**config.mk**
```make
export PLATFORM = sky130hd
export DESIGN_NAME = pipe_stage_reg
export DESIGN_NICKNAME = d
export VERILOG_FILES = /design/src/rtl/pipe_stage_reg.sv
export SDC_FILE = /design/constraint.sdc
export NUM_CORES = 1
export LEC_CHECK = 0
export CAP_MARGIN = 20
export CORE_ASPECT_RATIO = 1.2
export CORE_MARGIN = 2
export CORE_UTILIZATION = 40
export CTS_CLUSTER_DIAMETER = 50
export DETAILED_ROUTE_END_ITERATION = 7
export GPL_TIMING_DRIVEN = 0
export PLACE_DENSITY = 0.71
export SETUP_SLACK_MARGIN = 0.1
export SYNTH_ARGS = -nofsm -noshare
export SYNTH_HDL_FRONTEND = slang
export SYNTH_SLANG_ARGS = --single-unit
export TNS_END_PERCENT = 10
```
**constraint.sdc**
```tcl
create_clock -name clk -period 1.65 [get_ports clk]
set_input_delay 0.33 -clock clk [delete_from_list [all_inputs] [get_ports clk]]
set_output_delay 0.33 -clock clk [all_outputs]
set_load 0.03 [all_outputs]
```
**src/rtl/pipe_stage_reg.sv**
```systemverilog
// Inter-stage pipeline register with a 2-entry skid buffer and flush.
// Define PIPE_STAGE_STALL_CNT_EN to build the back-pressure counter.
module pipe_stage_reg #(
  parameter int unsigned DATA_W = 64,
  parameter int unsigned CTRL_W = 8,
  parameter logic [CTRL_W-1:0] CTRL_NOP = '0
) (
  input  logic              clk,
  input  logic              rst,
  input  logic              flush,
  input  logic              in_valid,
  output logic              in_ready,
  input  logic [DATA_W-1:0] in_data,
  input  logic [CTRL_W-1:0] in_ctrl,
  output logic              out_valid,
  input  logic              out_ready,
  output logic [DATA_W-1:0] out_data,
  output logic [CTRL_W-1:0] out_ctrl,
  output logic [31:0]       stall_cnt
);

  logic              m_valid_q, m_valid_d;
  logic              s_valid_q, s_valid_d;
  logic [DATA_W-1:0] m_data_q, m_data_d;
  logic [DATA_W-1:0] s_data_q, s_data_d;
  logic [CTRL_W-1:0] m_ctrl_q, m_ctrl_d;
  logic [CTRL_W-1:0] s_ctrl_q, s_ctrl_d;

  logic accept;
  logic consume;
  logic st_empty;
  logic st_one;
  logic st_two;

  assign in_ready  = !s_valid_q;
  assign out_valid = m_valid_q;
  assign out_data  = m_data_q;
  assign out_ctrl  = m_valid_q ? m_ctrl_q : CTRL_NOP;

  assign accept  = in_valid & in_ready;
  assign consume = m_valid_q & out_ready;

  assign st_empty = !m_valid_q;
  assign st_one   = m_valid_q & !s_valid_q;
  assign st_two   = m_valid_q & s_valid_q;

  always_comb begin
    m_valid_d = m_valid_q;
    s_valid_d = s_valid_q;
    m_data_d  = m_data_q;
    s_data_d  = s_data_q;
    m_ctrl_d  = m_ctrl_q;
    s_ctrl_d  = s_ctrl_q;
    if (flush) begin
      m_valid_d = 1'b0;
      s_valid_d = 1'b0;
      m_ctrl_d  = CTRL_NOP;
      s_ctrl_d  = CTRL_NOP;
    end else begin
      unique case (1'b1)
        st_empty: begin
          if (accept) begin
            m_valid_d = 1'b1;
            m_data_d  = in_data;
            m_ctrl_d  = in_ctrl;
          end
        end
        st_one: begin
          if (accept && consume) begin
            m_data_d = in_data;
            m_ctrl_d = in_ctrl;
          end else if (accept) begin
            s_valid_d = 1'b1;
            s_data_d  = in_data;
            s_ctrl_d  = in_ctrl;
          end else if (consume) begin
            m_valid_d = 1'b0;
          end
        end
        st_two: begin
          if (consume) begin
            s_valid_d = 1'b0;
            m_data_d  = s_data_q;
            m_ctrl_d  = s_ctrl_q;
          end
        end
        default: ;
      endcase
    end
  end

  always_ff @(posedge clk or negedge rst) begin
    if (!rst) begin
      m_valid_q <= 1'b0;
      s_valid_q <= 1'b0;
      m_data_q  <= '0;
      s_data_q  <= '0;
      m_ctrl_q  <= CTRL_NOP;
      s_ctrl_q  <= CTRL_NOP;
    end else begin
      m_valid_q <= m_valid_d;
      s_valid_q <= s_valid_d;
      m_data_q  <= m_data_d;
      s_data_q  <= s_data_d;
      m_ctrl_q  <= m_ctrl_d;
      s_ctrl_q  <= s_ctrl_d;
    end
  end

`ifdef PIPE_STAGE_STALL_CNT_EN
  logic [31:0] cnt_q, cnt_d;
  logic        stall;

  assign stall = m_valid_q & !out_ready & !flush;

  always_comb begin
    cnt_d = cnt_q;
    if (stall && (cnt_q != 32'hFFFF_FFFF)) begin
      cnt_d = cnt_q + 32'd1;
    end
  end

  always_ff @(posedge clk or negedge rst) begin
    if (!rst) begin
      cnt_q <= '0;
    end else begin
      cnt_q <= cnt_d;
    end
  end

  assign stall_cnt = cnt_q;
`else
  assign stall_cnt = 32'h0;
`endif

endmodule

```
==> qor.log <==
INFO  run_status     outcome=finished, violations left
INFO  run_status     violated_checks=setup timing
INFO  logic_synthesis yosys_warnings=0
INFO  logic_synthesis synth.ff_latch_count=146
INFO  critical_path  worstPathArrival=2.06ns
INFO  layout         multi_input_comb_area=2970µm²
INFO  run            maxCapViolations=0
INFO  timing         timing_worst_slew_pin_value=0.711ns
INFO  timing         fmax=570MHz
INFO  timing         timing.slew.headroom=0.526
INFO  power          switching_share=0.294
INFO  floorplanning  fp.dieH=145µm
INFO  power          ir_worst_vdd=778µV
INFO  global_route   globalRouteOverflowTotal=0
INFO  logic_synthesis ys_types=19
INFO  clock_tree     tritoncts_num_sinks=146
INFO  floorplanning  fp.dieW=121µm
INFO  clock_tree     cts_inserted_buffers=17
INFO  power          internal_power=8.34mW
INFO  timing         timing.final.hold_violations=0
INFO  placement      place_hpwl=9910µm
INFO  timing         grt_setup_unrepaired=yes
INFO  clock_tree     max_buffers_root_to_sink=2
INFO  logic_synthesis post_synth_inst_count=449
INFO  floorplanning  fp.coreArea=16,200µm²
INFO  timing         clock_skew=0.00732ns
INFO  timing         layout_worst_path_cycle_share=1.06
INFO  layout         final_util=0.600
INFO  layout         number_of_diodes_added_for_antenna_fixing=0
INFO  floorplanning  fp.dieArea=17,600µm²
INFO  power          part_of_the_power_in_the_clock_network=0.332
INFO  clock_tree     htree_levels=4
INFO  global_route   grt_start_max_net_pins=89
INFO  layout         most-common-layout-cells=152 x sky130_fd_sc_hd__mux2_2, 144 x sky130_fd_sc_hd__dfrtp_1, 74 x sky130_fd_sc_hd__clkdlybuf4s50_1
INFO  layout         commonest_non_fill_non_tap_cell_in_the_layout=sky130_fd_sc_hd__mux2_2
INFO  layout         post_route_cells_drive_above_1_share=0.500
INFO  global_route   grt_antenna_before_repair=0
INFO  critical_path  startpoint_type=flop
INFO  detailed_routing dr.pass1.iters=5
INFO  placement      post-place-ws=-0.809ns
INFO  detailed_routing wirelength_per_cell=17.2µm
INFO  power          power.net_switching=3.48mW
INFO  detailed_routing via_count=4,296
INFO  power          p_leak=4.46nW
INFO  detailed_routing drtIter0Drc=140
INFO  logic_synthesis syn-cell-area=6610µm²
INFO  placement      port-buffer-count=150
INFO  detailed_routing drc_errors=0
INFO  global_route   grt_pass1_wl=23,200µm
INFO  logic_synthesis post_synth_main_area_contributors=sky130_fd_sc_hd__dfrtp_1 55%, sky130_fd_sc_hd__mux2_2 35%, sky130_fd_sc_hd__buf_4 3.6%
INFO  global_route   first_global_vias=4,589
INFO  logic_synthesis synth.top_cell.area_share=0.553
INFO  floorplanning  num_io_pins=183
INFO  layout         num-fill-cells=1,325
INFO  logic_synthesis post-synth-top-area-cell=sky130_fd_sc_hd__dfrtp_1
INFO  layout         seq_area=3660µm²
INFO  timing         timing.final.crit_period=1.76ns
INFO  detailed_routing vias_per_cell=4.82
INFO  detailed_routing totalWireLength=15,300µm
INFO  timing         fin_ws=-0.105ns
INFO  placement      gp_congestion=0.773
INFO  timing         timing.final.setup_violations=138
INFO  clock_tree     root_buffer=sky130_fd_sc_hd__clkbuf_16
INFO  layout         layout-area-overhead-vs-synth=47.1%
INFO  clock_tree     clock_insertion_delay_worst_skew=0.42ns
INFO  power          comb_power_share=0.260
INFO  global_route   gr-usage-all-layers=0.172
INFO  layout         final_nets=744
INFO  critical_path  critical_path_class=reg -> reg
INFO  layout         finish.instance_area=9730µm²
INFO  timing         totalNegativeSetupSlack=-10.71ns
INFO  placement      postPlaceCellArea=8590µm²
INFO  clock_tree     tritoncts=built
INFO  clock_tree     clk_pin_slew_worst_paths=0.06ns
INFO  floorplanning  initial_cell_density_of_the_core=0.408
INFO  floorplanning  core.rowCount=51
INFO  power          power.share.sequential=0.407
INFO  critical_path  cp_data_required_time=1.95ns
INFO  power          pwr_density_cell=1220nW/µm²
INFO  detailed_routing number_of_nets_with_antenna_violations_after_routing=0
INFO  critical_path  worst_setup_path_end_kind=flop
INFO  min_path       min-delay-path-class=in -> reg
INFO  power          power=11.8mW
INFO  timing         timing.final.max_slew_violations=0
INFO  logic_synthesis seq_area_frac_synth=0.553
INFO  logic_synthesis postSynthAreaPerCell=14.7µm²
INFO  critical_path  crit_path_max_fanout=10
-- power groups by stage --
stage / registers, mW / clock network [mW] / logic [mW]
after floorplan: 5.45 / 0 / 1.14
after global placement: 4.82 / 0 / 2.93
after detailed placement: 4.87 / 0 / 3.00
after CTS: 4.80 / 4.00 / 2.83
after global routing: 4.92 / 4.18 / 3.28
final: 4.82 / 3.93 / 3.07
-- final cells by class --
type | instances | share of cell area
repair buffers | 168 | 0.172
clock inverters | 12 | 0.0162
multi-input cells | 277 | 0.306
clock buffers | 20 | 0.0449
inverters | 2 | 0.000772
flip-flops and latches | 146 | 0.376
well taps | 212 | 0.0273
plain buffers | 55 | 0.0570
-- sequential cells by signal, indices dropped and copies added (netlist names) --
| register | flops |
|---|---|
| m_ctrl_q | 8 |
| out_data | 64 |
| out_valid | 1 |
| s_ctrl_q | 8 |
| s_data_q | 64 |
| s_valid_q | 1 |
-- worst max-delay path, stage by stage (launching register included) --
cell	delay, ns
sky130_fd_sc_hd__dfrtp_2	0.44
sky130_fd_sc_hd__buf_4	0.16
sky130_fd_sc_hd__nand2b_1	0.19
sky130_fd_sc_hd__nor3_4	0.17
sky130_fd_sc_hd__buf_12	0.18
sky130_fd_sc_hd__buf_6	0.16
sky130_fd_sc_hd__mux2_2	0.35
-- metal layers --
layer	up-vias	GRT usage	share of wire
li1	1976	-	-
met1	2163	0.197	0.40
met2	138	0.299	0.52
met3	19	0.0572	0.065
met4	0	0.0629	0.016
met5	-	0	0
-- Yosys cell counts (all sizes together) --
cell,n
a211oi,1
inv,2
nor2b,9
a21oi,3
dfrtp,146
a31oi,1
buf,46
nor3b,1
mux2,209
a22o,8
nor3,1
conb,1
nand2b,2
nand2,1
o21ai,1
and2,8
clkbuf,9
-- through the flow --
stage                     instances  hold slack (ns)
after floorplan                 480           0.0344
after global placement          842            0.464
after detailed placement        843            0.334
after CTS                       884            0.454
after global routing            892            0.404
final                           892            0.385
-- final timing paths --
path	end	slack, ns	start	cells after the start
max	s_data_q[53]	-0.11	s_valid_q	6
min	out_valid	0.39	in_valid	3
max reg2reg	s_data_q[53]	-0.11	s_valid_q	6
min reg2reg	s_data_q[8]	0.49	s_data_q[8]	1
max in group asynchronous	s_valid_q	0.37	rst	3
min in group asynchronous	out_data[35]	0.45	rst	2
-- timing repair --
item,4_1_cts,5_1_grt
pin swaps,1,1
setup buffers,6,4
resized for setup,164,124
gates cloned,2,4
hold buffers,1,0
endpoints found under the hold margin,58,0
endpoints found under the setup margin,218,177
-- cell families (layout without fill, tap and decap cells) --
group                  after synthesis  count (layout)  share of synthesized area
AOI/OAI and AO/OA                   14              14                     0.0167
buffers and inverters               57             257                     0.0532
DFF                                146             146                      0.553
and+or+nand+nor                     22              22                     0.0212
muxes                              209             209                      0.356
other                                1              32                   0.000567
(Power assumes the default switching activity.)
